===== config.mk =====
export PLATFORM = sky130hd
export DESIGN_NAME = midi_writer
export DESIGN_NICKNAME = d
export VERILOG_FILES = /design/src/rtl/midi_pkg.sv /design/src/rtl/uart_transmit.sv /design/src/rtl/midi_writer.sv
export SDC_FILE = /design/constraint.sdc
export NUM_CORES = 1
export LEC_CHECK = 0
export CELL_PAD_IN_SITES_DETAIL_PLACEMENT = 2
export CELL_PAD_IN_SITES_GLOBAL_PLACEMENT = 2
export CORE_MARGIN = 2
export CORE_UTILIZATION = 34
export DETAILED_ROUTE_END_ITERATION = 8
export GPL_TIMING_DRIVEN = 0
export PLACE_DENSITY = 0.74
export SLEW_MARGIN = 30
export SYNTH_ARGS = -nofsm -noshare
export SYNTH_HDL_FRONTEND = slang
export SYNTH_HIERARCHICAL = 1
export SYNTH_SLANG_ARGS = --single-unit
export TNS_END_PERCENT = 5

===== constraint.sdc =====
create_clock -name clk_in -period 2.28 [get_ports clk_in]
set_clock_uncertainty 0.15 [all_clocks]
set_input_delay 0.57 -clock clk_in [delete_from_list [all_inputs] [get_ports clk_in]]
set_output_delay 0.57 -clock clk_in [all_outputs]
set_load 0.02 [all_outputs]

===== src/rtl/midi_pkg.sv =====
// Shared MIDI writer types, status-nibble constants and message-length rule.
`timescale 1ns/1ps
package midi_pkg;

  typedef enum logic [1:0] {
    ST_IDLE        = 2'd0,
    ST_SEND_STATUS = 2'd1,
    ST_SEND_D1     = 2'd2,
    ST_SEND_D2     = 2'd3
  } midi_state_e;

  localparam logic [3:0] NOTE_OFF         = 4'h8;
  localparam logic [3:0] NOTE_ON          = 4'h9;
  localparam logic [3:0] POLY_PRESSURE    = 4'hA;
  localparam logic [3:0] CONTROL_CHANGE   = 4'hB;
  localparam logic [3:0] PROGRAM_CHANGE   = 4'hC;
  localparam logic [3:0] CHANNEL_PRESSURE = 4'hD;
  localparam logic [3:0] PITCH_BEND       = 4'hE;
  localparam logic [3:0] SYSTEM           = 4'hF;

  // Total bytes on the wire for a status nibble; 0 marks an invalid message.
  function automatic logic [1:0] msg_len(input logic [3:0] status);
    logic [1:0] len;
    if (status < NOTE_OFF) begin
      len = 2'd0;
    end else if (status == SYSTEM) begin
      len = 2'd1;
    end else if (status == PROGRAM_CHANGE || status == CHANNEL_PRESSURE) begin
      len = 2'd2;
    end else begin
      len = 2'd3;
    end
    return len;
  endfunction

endpackage


===== src/rtl/uart_transmit.sv =====
// 8N1 serialiser. busy_out drops during the last cycle of the stop bit so a
// byte triggered then starts on the very next edge with no idle gap.
`timescale 1ns/1ps
module uart_transmit #(
  parameter int unsigned CLKS_PER_BIT = 3200  // must be >= 2
) (
  input  logic       clk_in,
  input  logic       rst_n_in,
  input  logic [7:0] data_byte_in,
  input  logic       trigger_in,
  output logic       busy_out,
  output logic       tx_wire_out
);

  localparam int unsigned CYC_W = (CLKS_PER_BIT > 2) ? $clog2(CLKS_PER_BIT) : 1;
  localparam logic [CYC_W-1:0] LAST_CYC   = CYC_W'(CLKS_PER_BIT - 1);
  localparam logic [CYC_W-1:0] PENULT_CYC = CYC_W'(CLKS_PER_BIT - 2);
  localparam logic [3:0]       STOP_IDX   = 4'd9;

  logic [8:0]       frame_q;  // remaining data bits then stop bit, LSB next
  logic [3:0]       bit_q;    // 0 = start, 1..8 = data, 9 = stop
  logic [CYC_W-1:0] cyc_q;
  logic             active_q;
  logic             busy_q;
  logic             tx_q;

  // Bit timing, shifting and handshake.
  always_ff @(posedge clk_in or negedge rst_n_in) begin
    if (!rst_n_in) begin
      frame_q  <= '1;
      bit_q    <= '0;
      cyc_q    <= '0;
      active_q <= 1'b0;
      busy_q   <= 1'b0;
      tx_q     <= 1'b1;
    end else if (trigger_in && !busy_q) begin
      frame_q  <= {1'b1, data_byte_in};
      bit_q    <= '0;
      cyc_q    <= '0;
      active_q <= 1'b1;
      busy_q   <= 1'b1;
      tx_q     <= 1'b0;
    end else if (active_q) begin
      if (cyc_q == LAST_CYC) begin
        cyc_q <= '0;
        if (bit_q == STOP_IDX) begin
          active_q <= 1'b0;
          tx_q     <= 1'b1;
        end else begin
          bit_q   <= bit_q + 4'd1;
          frame_q <= {1'b1, frame_q[8:1]};
          tx_q    <= frame_q[0];
        end
      end else begin
        cyc_q <= cyc_q + CYC_W'(1);
      end
      if (bit_q == STOP_IDX && cyc_q == PENULT_CYC) begin
        busy_q <= 1'b0;
      end
    end
  end

  assign busy_out    = busy_q;
  assign tx_wire_out = tx_q;

endmodule


===== src/rtl/midi_writer.sv =====
// MIDI message writer: validates, applies running status, and streams the
// status/data bytes through one UART serialiser.
`timescale 1ns/1ps
module midi_writer
  import midi_pkg::*;
#(
  parameter int unsigned INPUT_CLOCK_FREQ = 100_000_000,
  parameter int unsigned BAUD_RATE        = 31250,
  parameter int unsigned RUNNING_STATUS   = 1
) (
  input  logic       clk_in,
  input  logic       rst_n_in,
  input  logic [3:0] status_in,
  input  logic [3:0] channel_in,
  input  logic [7:0] data_byte1_in,
  input  logic [7:0] data_byte2_in,
  input  logic       valid_in,
  output logic       ready_out,
  output logic       tx_wire_out,
  output logic       err_out
);

  localparam int unsigned CLKS_PER_BIT = INPUT_CLOCK_FREQ / BAUD_RATE;

  midi_state_e state_q;
  midi_state_e next_state_c;
  logic [7:0]  status_q, d1_q, d2_q;
  logic [1:0]  len_q;
  logic        arm_q;       // one-cycle delay between acceptance and first trigger
  logic        launched_q;  // current state's byte already handed to the UART
  logic [7:0]  rs_q;
  logic        rs_valid_q;
  logic        ready_q, err_q;

  logic [7:0]  cur_byte_c, next_byte_c, tx_byte_c;
  logic        has_next_c, trig_c, handoff_c, frame_done_c;
  logic        accept_c, is_channel_c, skip_c, uart_busy;
  logic [1:0]  len_c;

  // Byte selection and successor state for the byte currently on the line.
  always_comb begin
    cur_byte_c   = status_q;
    next_byte_c  = d2_q;
    has_next_c   = 1'b0;
    next_state_c = ST_IDLE;
    unique case (state_q)
      ST_SEND_STATUS: begin
        next_byte_c  = d1_q;
        has_next_c   = (len_q >= 2'd2);
        next_state_c = has_next_c ? ST_SEND_D1 : ST_IDLE;
      end
      ST_SEND_D1: begin
        cur_byte_c   = d1_q;
        has_next_c   = (len_q == 2'd3);
        next_state_c = has_next_c ? ST_SEND_D2 : ST_IDLE;
      end
      ST_SEND_D2: cur_byte_c = d2_q;
      default: ;
    endcase
  end

  assign accept_c     = valid_in && ready_q;
  assign len_c        = msg_len(status_in);
  assign is_channel_c = (status_in >= NOTE_OFF) && (status_in != SYSTEM);
  assign skip_c       = (RUNNING_STATUS != 0) && is_channel_c && rs_valid_q &&
                        (rs_q == {status_in, channel_in});
  // Trigger the first byte, then pre-offer the next one so it follows gaplessly.
  assign trig_c       = (state_q != ST_IDLE) && !arm_q && (!launched_q || has_next_c);
  assign tx_byte_c    = launched_q ? next_byte_c : cur_byte_c;
  assign handoff_c    = trig_c && !uart_busy;
  assign frame_done_c = (state_q != ST_IDLE) && launched_q && !uart_busy;

  // Message sequencing, handshake outputs and running-status tracking.
  always_ff @(posedge clk_in or negedge rst_n_in) begin
    if (!rst_n_in) begin
      state_q    <= ST_IDLE;
      status_q   <= '0;
      d1_q       <= '0;
      d2_q       <= '0;
      len_q      <= '0;
      arm_q      <= 1'b0;
      launched_q <= 1'b0;
      rs_q       <= '0;
      rs_valid_q <= 1'b0;
      ready_q    <= 1'b0;
      err_q      <= 1'b0;
    end else begin
      err_q <= 1'b0;
      if (state_q == ST_IDLE) begin
        ready_q <= 1'b1;
        if (accept_c) begin
          ready_q    <= 1'b0;
          status_q   <= {status_in, channel_in};
          d1_q       <= data_byte1_in & 8'h7F;
          d2_q       <= data_byte2_in & 8'h7F;
          len_q      <= len_c;
          arm_q      <= 1'b1;
          launched_q <= 1'b0;
          if (len_c == 2'd0) begin
            err_q <= 1'b1;
          end else if (skip_c) begin
            state_q <= ST_SEND_D1;
          end else begin
            state_q <= ST_SEND_STATUS;
          end
        end
      end else begin
        arm_q <= 1'b0;
        if (handoff_c) begin
          launched_q <= 1'b1;
        end
        if (frame_done_c) begin
          state_q    <= next_state_c;
          launched_q <= has_next_c;
          if (!has_next_c) begin
            ready_q <= 1'b1;
          end
        end
      end
      if (handoff_c && tx_byte_c[7]) begin
        if (tx_byte_c[7:4] != SYSTEM) begin
          rs_q       <= tx_byte_c;
          rs_valid_q <= 1'b1;
        end else if (!tx_byte_c[3]) begin
          rs_valid_q <= 1'b0;
        end
      end
    end
  end

  uart_transmit #(
    .CLKS_PER_BIT (CLKS_PER_BIT)
  ) u_uart (
    .clk_in       (clk_in),
    .rst_n_in     (rst_n_in),
    .data_byte_in (tx_byte_c),
    .trigger_in   (handoff_c),
    .busy_out     (uart_busy),
    .tx_wire_out  (tx_wire_out)
  );

  assign ready_out = ready_q;
  assign err_out   = err_q;

endmodule


==> results_dict.tcl <==
set metrics [dict create \
    status "finished with violations" \
    violations "negative setup slack" \
    htree_levels 3 \
    portBuffers 27 \
    fp.dieH_um 106 \
    drcViolationCount 0 \
    clock_latency_ns 0.35 \
    end_kind "flip-flop" \
    dp.cells 493 \
    worst_slack_ns -0.0329 \
    grt_max_degree 41 \
    crit_path_cell_trace "or4b_4, or4b_4, buf_6, buf_6, o211ai_1" \
    gp_congestion 0.805 \
    ys_types 62 \
    clk_pin_slew_ns 0.07 \
    synthCells 329 \
    via_count 2801 \
    fmax_ghz 0.432 \
    grt_pass1_vias 3125 \
    core_area_um2 10200 \
    relSlewSlack_pct 58.8 \
    cts_buffer_depth 2 \
    post-route-util_pct 44.2 \
    required_ns 2.39 \
    multi_input_area_um2 1870 \
    dr.pass1.iters 4 \
    tns_ns -0.0758 \
    rsz0062_at_grt "true" \
    yosys_warnings 6 \
    cts_root_buffer "clkbuf_8" \
    drv_cap 0 \
    crit_path_max_incr_delay_ns 0.57 \
    crit_arrival_ns 2.42 \
    detail_route.vias_per_cell 5.31 \
    synth_enable_flop_cells 0 \
    synth-simple-area-share_pct 17.7 \
    area_growth_pct 27.4 \
    fill_cells 1072 \
    fin_crit_sh_pct 101 \
    grt_use_total_pct 19.7 \
    ant_nets 0 \
    ir_worst_vdd_mv 0.462 \
    instances_no_fill 527 \
    n_antenna_cell 0 \
    finalWirelength_um 10400 \
    cts_made_buffers 9 \
    cp_top_family "simple AND/OR/NAND/NOR gates" \
    path_max_fanout 10 \
    hold_path_class "flip-flop to flip-flop" \
    synthAdderAreaFrac_pct 2.83 \
    critPathBufInv 2 \
    period_minus_slack_ns 2.31 \
    hold_viol 0 \
    num_io_pins 30 \
    async_reset_ff_share_pct 100 \
    cts_sinks 66 \
    rows 37 \
    synth-xor-area-share_pct 3.72 \
    netlist_area_um2 3530 \
    finalSetupViolCount 5 \
    crit_type "flip-flop to flip-flop" \
    synth_top_family_by_area "simple AND/OR/NAND/NOR gates" \
    antenna_found_initial 0 \
    grt_overflow 0 \
    synth-seq-cells 66 \
    routed_wire_length_per_instance_um 19.7 \
    die-area_um2 11200 \
    dp_slack_ns -0.556 \
    synth_ff_type "dfrtp_1" \
    avgSynthCellArea_um2 10.7 \
    regArea_um2 1670 \
    synth_compound_area_share_pct 13.7 \
    worstSetupStartpointType "flip-flop" \
    powerDensity_nw_per_um2 1190 \
    synth_fp_nets 364 \
    layout.nets 422 \
    cts_tree "built" \
    p_leak_nw 1.89 \
    hpwl_um 6990 \
    tightest_slew_ns 0.609 \
    die_x_um 106 \
    drt_iter0_drc 92 \
    cp_slowest_cell "or4b_4" \
    finalMaxSlewViolations 0 \
    drive_gt1_share_pct 30.7 \
    grt_pass1_wl_um 17000 \
    ys_seq_area_share_pct 47.1 \
    synth.area.mux_share_pct 11.2 \
    initial_core_util_pct 34.7 \
]
Yosys cell counts, drive strengths merged (5+ instances only):
cell    count  area, µm²
mux2i      11        110
o21ai      11       55.1
clkbuf      7       26.3
nand2      39        146
nand3      16       92.6
dfrtp      57       1430
inv         9       33.8
nand4       5       31.3
ha          8        100
xor2       10       87.6
nor2       20       75.1
xnor2       5       43.8
dfstp       9        236
mux2       24        285
o211ai      8       60.1
a21oi      13       76.3
buf        10       73.8
path summary, 6_finish.rpt:
| path | from | to | slack, ns | cells past startpoint |
|---|---|---|---|---|
| setup / recovery | u_uart/cyc_q[8]$_DFFE_PN0P_ | u_uart/frame_q[1]$_DFFE_PN1P_ | -0.03 | 5 |
| hold / removal | rs_q[7]$_DFFE_PN0P_ | rs_q[7]$_DFFE_PN0P_ | 0.34 | 1 |
| setup reg to reg | u_uart/cyc_q[8]$_DFFE_PN0P_ | u_uart/frame_q[1]$_DFFE_PN1P_ | -0.03 | 5 |
| hold reg to reg | rs_q[7]$_DFFE_PN0P_ | rs_q[7]$_DFFE_PN0P_ | 0.34 | 1 |
| max in group asynchronous | rst_n_in | u_uart/frame_q[5]$_DFFE_PN1P_ | 0.81 | 3 |
| min in group asynchronous | rst_n_in | d1_q[0]$_DFFE_PN0P_ | 0.57 | 2 |
cell usage in the layout, fill, tap and decap left out, drive strengths merged, types with 4 or more instances in the layout:
cell,netlist,final
clkdlybuf4s50,0,26
a21oi,13,13
ha,8,8
xor2,10,10
buf,10,31
or3,4,4
xnor2,5,5
dfrtp,57,57
mux2,24,24
o211ai,8,8
mux2i,11,11
o21ai,11,11
a221oi,4,4
nand3,16,16
clkbuf,7,18
o21a,4,4
a21o,4,4
nor2,20,20
nand2,39,39
nand4,5,5
inv,9,9
dfstp,9,9
state kept, by name (all words and copies together), names as in the netlist, 2 cells and up:
register	flops
state_q	2
u_uart/cyc_q	12
rs_q	8
u_uart/bit_q	4
d1_q	7
len_q	2
d2_q	7
u_uart/frame_q	8
status_q	8
worst register-to-register path: stages (launching register included):
cell	delay (ns)
dfrtp_2	0.44
or4b_4	0.57
or4b_4	0.56
buf_6	0.16
buf_6	0.14
o211ai_1	0.20
timing repair:
item / in CTS / in global routing
resized for setup: 26 / 23
endpoints found under the setup margin: 30 / 28
buffers inserted: 7 / 13
hold buffers: 1 / 0
endpoints found under the hold margin: 22 / 0
pin swaps: 5 / 13
final cells by class:
cell class / count / area share [%]
tap: 136 / 3.78
clock inverter: 3 / 0.334
multi-input combinational: 237 / 41.5
timing repair buffer: 49 / 10.4
clock buffer: 12 / 3.45
sequential: 66 / 37.1
inverter: 9 / 0.806
buffer: 15 / 2.72
metrics by stage:
stage / hold slack, ns / cell area, µm² / total power, mW
after floorplan: 0.124 / 3540 / 3.45
after global placement: 0.307 / 3980 / 3.96
after detailed placement: 0.330 / 3990 / 4.08
after CTS: 0.349 / 4320 / 5.19
after global routing: 0.370 / 4500 / 5.71
final: 0.344 / 4500 / 5.34
power breakdown:
part,internal [mW],total (mW),leakage [nW],switching [mW]
clock,0.443,0.900,0.0920,0.457
sequential,1.69,2.13,0.793,0.440
combinational,1.15,2.31,1.00,1.16
per-layer routing:
metal  vias to the layer above  track usage, %  share of wire, %
li1                       1306               -                 -
met1                      1443            23.1                43
met2                        43            36.4                53
met3                         9            4.23               2.7
met4                         0            4.98               1.0
met5                         -               0                 0
kinds of logic after synthesis:
group	Yosys count
AOI/OAI and AO/OA	67
buffers and inverters	26
adders and majority gates	8
muxes	35
xor gates and xnor gates	15
and+or+nand+nor	112
DFF	66
No activity file was read; power rests on OpenSTA's default activity.
